===== src/rtl/tmds_pkg.sv =====
// Shared constants and helpers for the three-channel TMDS encoder:
// control tokens, symbol width, popcount and bit reversal.
package tmds_pkg;

  localparam int TMDS_W = 10;

  localparam logic [TMDS_W-1:0] CTRL_TOKEN_00 = 10'b1101010100;
  localparam logic [TMDS_W-1:0] CTRL_TOKEN_01 = 10'b0010101011;
  localparam logic [TMDS_W-1:0] CTRL_TOKEN_10 = 10'b0101010100;
  localparam logic [TMDS_W-1:0] CTRL_TOKEN_11 = 10'b1010101011;

  typedef enum logic [1:0] {
    ENC_BALANCED,
    ENC_INVERT,
    ENC_DIRECT
  } enc_case_e;

  function automatic logic [3:0] popcount8(input logic [7:0] v);
    logic [3:0] n;
    n = '0;
    for (int i = 0; i < 8; i++) begin
      n = n + {3'b000, v[i]};
    end
    return n;
  endfunction

  function automatic logic [TMDS_W-1:0] ctrl_token(input logic [1:0] c);
    logic [TMDS_W-1:0] t;
    case (c)
      2'b00:   t = CTRL_TOKEN_00;
      2'b01:   t = CTRL_TOKEN_01;
      2'b10:   t = CTRL_TOKEN_10;
      default: t = CTRL_TOKEN_11;
    endcase
    return t;
  endfunction

  function automatic logic [TMDS_W-1:0] bit_reverse(input logic [TMDS_W-1:0] v);
    logic [TMDS_W-1:0] r;
    r = '0;
    for (int i = 0; i < TMDS_W; i++) begin
      r[i] = v[TMDS_W-1-i];
    end
    return r;
  endfunction

endpackage


===== src/rtl/tmds_encoder_rgb_if.sv =====
// Pixel-side inputs and TMDS symbol outputs of the RGB encoder, bundled
// so the pixel source and the encoder share one connection.
interface tmds_encoder_rgb_if;
  import tmds_pkg::*;

  logic              de_i;
  logic              hsync_i;
  logic              vsync_i;
  logic [7:0]        pix_r;
  logic [7:0]        pix_g;
  logic [7:0]        pix_b;
  logic [TMDS_W-1:0] tmds_ch0;
  logic [TMDS_W-1:0] tmds_ch1;
  logic [TMDS_W-1:0] tmds_ch2;

  modport master (
    output de_i, hsync_i, vsync_i, pix_r, pix_g, pix_b,
    input  tmds_ch0, tmds_ch1, tmds_ch2
  );

  modport slave (
    input  de_i, hsync_i, vsync_i, pix_r, pix_g, pix_b,
    output tmds_ch0, tmds_ch1, tmds_ch2
  );

endinterface


===== src/rtl/tmds_channel_enc.sv =====
// One TMDS channel: stage 1 builds the transition-minimised q_m word,
// stage 2 applies DC balancing with a running disparity counter.
module tmds_channel_enc
  import tmds_pkg::*;
(
  input  logic              clk_pix,
  input  logic              rst,
  input  logic              de,
  input  logic [1:0]        c,
  input  logic [7:0]        d,
  output logic [TMDS_W-1:0] q
);

  logic [8:0]        qm_d, qm_q;
  logic [3:0]        n1qm_d, n1qm_q;
  logic              de_d, de_q;
  logic [1:0]        c_d, c_q;
  logic [TMDS_W-1:0] q_d, q_q;
  logic signed [4:0] cnt_d, cnt_q;

  logic [3:0]        n1_data;
  logic              use_xnor;
  logic              chain;
  logic signed [4:0] n1_s;
  logic signed [4:0] diff;
  logic signed [4:0] two_qm8;
  logic signed [4:0] two_nqm8;
  enc_case_e         enc_sel;

  always_comb begin
    n1_data  = popcount8(d);
    use_xnor = (n1_data > 4'd4) || ((n1_data == 4'd4) && !d[0]);
    qm_d     = '0;
    chain    = d[0];
    qm_d[0]  = chain;
    for (int i = 1; i < 8; i++) begin
      chain   = use_xnor ? ~(chain ^ d[i]) : (chain ^ d[i]);
      qm_d[i] = chain;
    end
    qm_d[8]  = ~use_xnor;
    n1qm_d   = popcount8(qm_d[7:0]);
    de_d     = de;
    c_d      = c;
  end

  // diff is N1-N0 of q_m[7:0], i.e. 2*N1-8, kept in signed 5 bits
  always_comb begin
    n1_s     = $signed({1'b0, n1qm_q});
    diff     = n1_s + n1_s - 5'sd8;
    two_qm8  = qm_q[8] ? 5'sd2 : 5'sd0;
    two_nqm8 = qm_q[8] ? 5'sd0 : 5'sd2;
    enc_sel  = ENC_DIRECT;
    q_d      = ctrl_token(c_q);
    cnt_d    = '0;

    if ((cnt_q == 5'sd0) || (diff == 5'sd0)) begin
      enc_sel = ENC_BALANCED;
    end else if (((cnt_q > 5'sd0) && (diff > 5'sd0)) ||
                 ((cnt_q < 5'sd0) && (diff < 5'sd0))) begin
      enc_sel = ENC_INVERT;
    end

    if (de_q) begin
      case (enc_sel)
        ENC_BALANCED: begin
          q_d   = {~qm_q[8], qm_q[8], qm_q[8] ? qm_q[7:0] : ~qm_q[7:0]};
          cnt_d = qm_q[8] ? (cnt_q + diff) : (cnt_q - diff);
        end
        ENC_INVERT: begin
          q_d   = {1'b1, qm_q[8], ~qm_q[7:0]};
          cnt_d = cnt_q + two_qm8 - diff;
        end
        default: begin
          q_d   = {1'b0, qm_q[8], qm_q[7:0]};
          cnt_d = cnt_q + diff - two_nqm8;
        end
      endcase
    end
  end

  always_ff @(posedge clk_pix or posedge rst) begin
    if (rst) begin
      qm_q   <= '0;
      n1qm_q <= '0;
      de_q   <= 1'b0;
      c_q    <= 2'b00;
      q_q    <= CTRL_TOKEN_00;
      cnt_q  <= '0;
    end else begin
      qm_q   <= qm_d;
      n1qm_q <= n1qm_d;
      de_q   <= de_d;
      c_q    <= c_d;
      q_q    <= q_d;
      cnt_q  <= cnt_d;
    end
  end

  assign q = q_q;

endmodule


===== src/rtl/tmds_encoder_rgb.sv =====
// Three-channel DVI TMDS encoder; sync travels on the blue channel and
// SWAP_BITS reverses each symbol for MSB-first serializers.
module tmds_encoder_rgb
  import tmds_pkg::*;
#(
  parameter bit SWAP_BITS = 1'b0
)
(
  input  logic               clk_pix,
  input  logic               rst,
  tmds_encoder_rgb_if.slave  bus
);

  logic [TMDS_W-1:0] sym_b;
  logic [TMDS_W-1:0] sym_g;
  logic [TMDS_W-1:0] sym_r;

  tmds_channel_enc u_ch0 (
    .clk_pix (clk_pix),
    .rst     (rst),
    .de      (bus.de_i),
    .c       ({bus.vsync_i, bus.hsync_i}),
    .d       (bus.pix_b),
    .q       (sym_b)
  );

  tmds_channel_enc u_ch1 (
    .clk_pix (clk_pix),
    .rst     (rst),
    .de      (bus.de_i),
    .c       (2'b00),
    .d       (bus.pix_g),
    .q       (sym_g)
  );

  tmds_channel_enc u_ch2 (
    .clk_pix (clk_pix),
    .rst     (rst),
    .de      (bus.de_i),
    .c       (2'b00),
    .d       (bus.pix_r),
    .q       (sym_r)
  );

  assign bus.tmds_ch0 = SWAP_BITS ? bit_reverse(sym_b) : sym_b;
  assign bus.tmds_ch1 = SWAP_BITS ? bit_reverse(sym_g) : sym_g;
  assign bus.tmds_ch2 = SWAP_BITS ? bit_reverse(sym_r) : sym_r;

endmodule


===== src/flat_wrapper.sv =====
// flat-port wrapper written by rule: the top's interface ports become plain ports
module tmds_encoder_rgb_flat import tmds_pkg::*;
#(
  parameter bit SWAP_BITS = 1'b0
)
  (clk_pix, rst, bus_de_i, bus_hsync_i, bus_vsync_i, bus_pix_r, bus_pix_g, bus_pix_b, bus_tmds_ch0, bus_tmds_ch1, bus_tmds_ch2);
  tmds_encoder_rgb_if bus_i ();
  input  logic clk_pix;
  input  logic rst;
  input wire logic [$bits(bus_i.de_i)-1:0] bus_de_i;
  input wire logic [$bits(bus_i.hsync_i)-1:0] bus_hsync_i;
  input wire logic [$bits(bus_i.vsync_i)-1:0] bus_vsync_i;
  input wire logic [$bits(bus_i.pix_r)-1:0] bus_pix_r;
  input wire logic [$bits(bus_i.pix_g)-1:0] bus_pix_g;
  input wire logic [$bits(bus_i.pix_b)-1:0] bus_pix_b;
  output wire logic [$bits(bus_i.tmds_ch0)-1:0] bus_tmds_ch0;
  output wire logic [$bits(bus_i.tmds_ch1)-1:0] bus_tmds_ch1;
  output wire logic [$bits(bus_i.tmds_ch2)-1:0] bus_tmds_ch2;
  assign bus_i.de_i = bus_de_i;
  assign bus_i.hsync_i = bus_hsync_i;
  assign bus_i.vsync_i = bus_vsync_i;
  assign bus_i.pix_r = bus_pix_r;
  assign bus_i.pix_g = bus_pix_g;
  assign bus_i.pix_b = bus_pix_b;
  assign bus_tmds_ch0 = bus_i.tmds_ch0;
  assign bus_tmds_ch1 = bus_i.tmds_ch1;
  assign bus_tmds_ch2 = bus_i.tmds_ch2;
  tmds_encoder_rgb #(.SWAP_BITS(SWAP_BITS)) u_core (.clk_pix(clk_pix), .rst(rst), .bus(bus_i));
endmodule

===== config.mk =====
export PLATFORM = sky130hd
export DESIGN_NAME = tmds_encoder_rgb_flat
export DESIGN_NICKNAME = d
export VERILOG_FILES = /design/src/rtl/tmds_pkg.sv /design/src/rtl/tmds_encoder_rgb_if.sv /design/src/rtl/tmds_channel_enc.sv /design/src/rtl/tmds_encoder_rgb.sv /design/src/flat_wrapper.sv
export SDC_FILE = /design/constraint.sdc
export NUM_CORES = 1
export LEC_CHECK = 0
export ABC_AREA = 1
export CAP_MARGIN = 0
export CELL_PAD_IN_SITES_DETAIL_PLACEMENT = 1
export CELL_PAD_IN_SITES_GLOBAL_PLACEMENT = 1
export CORE_MARGIN = 3
export CORE_UTILIZATION = 45
export CTS_CLUSTER_SIZE = 20
export DETAILED_ROUTE_END_ITERATION = 6
export GPL_ROUTABILITY_DRIVEN = 0
export PLACE_DENSITY = 0.88
export SETUP_SLACK_MARGIN = 0.15
export SYNTH_ARGS = -nofsm -noshare
export SYNTH_HDL_FRONTEND = slang
export SYNTH_SLANG_ARGS = --single-unit

===== constraint.sdc =====
create_clock -name clk_pix -period 3.3 [get_ports clk_pix]
set_input_delay 0.33 -clock clk_pix [delete_from_list [all_inputs] [get_ports clk_pix]]
set_output_delay 0.33 -clock clk_pix [all_outputs]
set_load 0.005 [all_outputs]

==> flow_summary_export.csv <==
group,metric,value,unit
worst_setup_path,r2r_end,"u_core.u_ch2.q[7]",
layout,antenna_cells,0,
worst_setup_path,cpPeakStageDelay,600,ps
die,dieArea,15190,µm²
worst_setup_path,required,3550,ps
global_routing,gr-total-overflow,0,
clocking,ctsHtreeMaxLevel,3,
yosys,post-synth-top-area-cell,"dfrtp_1",
yosys,synth_cells,702,
yosys,yosys_warnings,0,
yosys,syn_nets,828,
layout,final_nets,995,
routing,drt_iter0_markers,563,
layout,syn_to_final_growth,39.91,%
routing,detail_route.wl_per_cell,25.90,µm
yosys,ys_seq_elements,87,
die,initial_core_util,46.34,%
global_routing,antenna_found_initial,0,
timing,layout_setup_ws,-2391,ps
routing,dr.pass1.iters,5,
routing,wl,27.19,mm
die,core,13350,µm²
worst_setup_path,rr_startpoint,"u_core.u_ch2.n1qm_q[2]",
worst_setup_path,cpMostUsedCell,"fa_1",
worst_setup_path,rr_worst_depth,8,
clocking,path_clk_slew,80,ps
timing,finalCriticalPeriod,5691,ps
run_status,violations,"setup timing",
clocking,root_buffer,"clkbuf_16",
run_status,status,"finished with violations",
clocking,cts_tree,"built",
routing,ant_nets,0,
timing,tightestPinTransition,683.3,ps
die,die-height,123.2,µm
timing,hold_viol,0,
worst_setup_path,crit_path_start_kind,"primary input",
placement,portBuffers,58,
yosys,syn_area_per_cell,8.812,µm²
clocking,clk_latency,370,ps
routing,num_vias,6136,
yosys,synth_top_cell_area_share,29.13,%
hold_path,min_to,"u_core.u_ch0.qm_q[0]",
flow_run,cap_violations,0,
layout,fillers,1508,
global_routing,grt_max_degree,41,
hold_path,hp-start,"bus_pix_b[0]",
die,ios,59,
global_routing,grt_use_total,32.42,%
placement,dp_slack,-3166,ps
worst_setup_path,cp.arrival,5940,ps
yosys,syn_area,6186,µm²
timing,slew_headroom,54.39,%
timing,fmaxAchievable,175.7,MHz
hold_path,hp-class,"primary input to flop",
layout,multi_input_area,3894,µm²
routing,viasPerCell,5.844,
timing,drv_slew,0,
routing,drc,0,
layout,regArea,2196,µm²
hold_path,min_path_cells,2,
die,rows,42,
clocking,clock_sinks,87,
worst_setup_path,end_kind,"flop",
timing,finalCritPeriodShare,172.5,%
timing,rsz0062_at_grt,"true",
timing,setup_viol,20,
worst_setup_path,rrSetupSlack,630,ps
clocking,numCtsBuffers,9,
global_routing,grt_pass1_vias,6767,
clocking,clockBufferDepth,2,
worst_setup_path,critical-path-slowest-cell,"fa_2",
yosys,ys_top_cells_by_area,"dfrtp_1 29%, ha_1 13%, fa_1 11%",
timing,fin_worst_skew,18.78,ps
layout,drive_above_1_share,30.09,%
die,die_w,123.2,µm
yosys,synth_cell_types,35,
worst_setup_path,worst-setup-path-type,"primary input to flop",
timing,hold-worst-slack,177.5,ps
placement,dp.final_hpwl,14.65,mm
yosys,ys_seq_area_share,35.50,%
worst_setup_path,crit_path_max_fanout,3,
global_routing,grt_pass1_wl,36.73,mm
-- critical path, delay by kind of cell --
family	cells	cell delay (ps)
fa+ha+maj	9	3710
simple gates	12	1130
buf+inv	9	760
-- area by class of cell --
type | count | area share, %
well taps | 176 | 2.544
multi-input cells | 457 | 44.99
clock inverters | 3 | 0.5349
inverters | 153 | 7.026
clock buffers | 13 | 2.776
flip-flops and latches | 87 | 25.37
repair buffers | 161 | 16.76
-- cells by family (layout without fill, tap and decap cells) --
kind of cell | Yosys count | after routing | share of synthesized area [%]
and+or+nand+nor | 225 | 225 | 16.46
xor gates and xnor gates | 42 | 42 | 6.311
buffers and inverters | 158 | 330 | 9.648
AOI/OAI and AO/OA | 93 | 93 | 8.212
adders and majority gates | 97 | 97 | 23.87
DFF | 87 | 87 | 35.50
-- timing repair --
| item | in CTS | in global routing |
|---|---|---|
| setup endpoints to repair | 28 | 27 |
| setup buffers | 12 | 10 |
| pin swaps | 48 | 36 |
| hold buffers | 0 | 0 |
| resized for setup | 118 | 41 |
-- cell usage after synthesis --
library cell,n
o21ai_2,1
nor3_1,1
nand2_1,122
clkbuf_1,2
o22ai_2,2
xor2_1,24
a21oi_1,37
clkinv_1,1
fa_1,35
o22ai_1,4
o31ai_1,2
a31oi_1,3
inv_1,145
inv_2,7
ha_1,62
nand3_1,46
dfstp_2,15
xnor2_1,15
or2_2,4
nand2_4,6
nand3b_1,1
or2_1,1
o21ai_0,31
xor2_2,3
buf_1,2
dfrtp_1,72
a211oi_1,1
o21bai_1,3
nor2_1,28
nand3_2,3
and2_1,1
buf_4,1
nand2_2,11
o21ai_1,9
or2_4,1
-- layout by cell type (no fill, tap or decap), drive strengths merged, types with 35 or more instances in the layout --
master and count:
a21oi 37, nand3 49, dfrtp 72, nand2 139, o21ai 41, clkdlybuf4s50 49
fa 35, buf 112, ha 62, inv 151
-- sequential cells by signal (all words and copies together), names as in the netlist --
signal / flops
u_core.u_ch2.qm_q: 9
u_core.u_ch0.qm_q: 9
u_core.u_ch0.n1qm_q: 4
u_core.u_ch2.q: 10
u_core.u_ch0.de_q: 1
u_core.u_ch1.qm_q: 9
u_core.u_ch0.q: 10
u_core.u_ch2.cnt_q: 5
u_core.u_ch1.n1qm_q: 4
u_core.u_ch0.c_q: 2
u_core.u_ch1.q: 10
u_core.u_ch2.n1qm_q: 4
u_core.u_ch1.cnt_q: 5
u_core.u_ch0.cnt_q: 5
-- how the worst max path moves through the flow --
stage / start / to / slack (ps) / depth (start not counted)
floorplan: bus_pix_b[3] / u_core.u_ch0.n1qm_q[1] / -2190 / 19
global placement: bus_pix_b[3] / u_core.u_ch0.n1qm_q[1] / -2820 / 20
detailed placement: bus_pix_b[3] / u_core.u_ch0.n1qm_q[1] / -3170 / 20
CTS: bus_pix_b[3] / u_core.u_ch0.n1qm_q[1] / -2230 / 20
global route: bus_pix_r[0] / u_core.u_ch2.n1qm_q[1] / -2510 / 30
finish: bus_pix_r[0] / u_core.u_ch2.n1qm_q[1] / -2390 / 30
-- per-stage QoR --
| stage | util, % | std cells | TNS (ps) | area, µm² |
|---|---|---|---|---|
| finish | 64.84 | 1050 | -26520 | 8655 |
| global route | 64.84 | 1050 | -28890 | 8655 |
| CTS | 62.73 | 1040 | -24230 | 8373 |
| detailed placement | 57.60 | 1012 | -47170 | 7689 |
| global placement | 57.60 | 1012 | -40820 | 7689 |
| floorplan | - | 702 | -22560 | 6301 |
-- metal layers --
metal  global-route usage [%]  vias up  wire (µm)
met3                    4.895      158       1524
met1                    32.73     3099       9066
met2                    61.23      382      14380
met5                        0        -          0
met4                    21.11        0       2223
li1                         -     2497          -
Power is not shown: default switching activity piles up to over one toggle a cycle in this logic, so the estimate is an artifact.
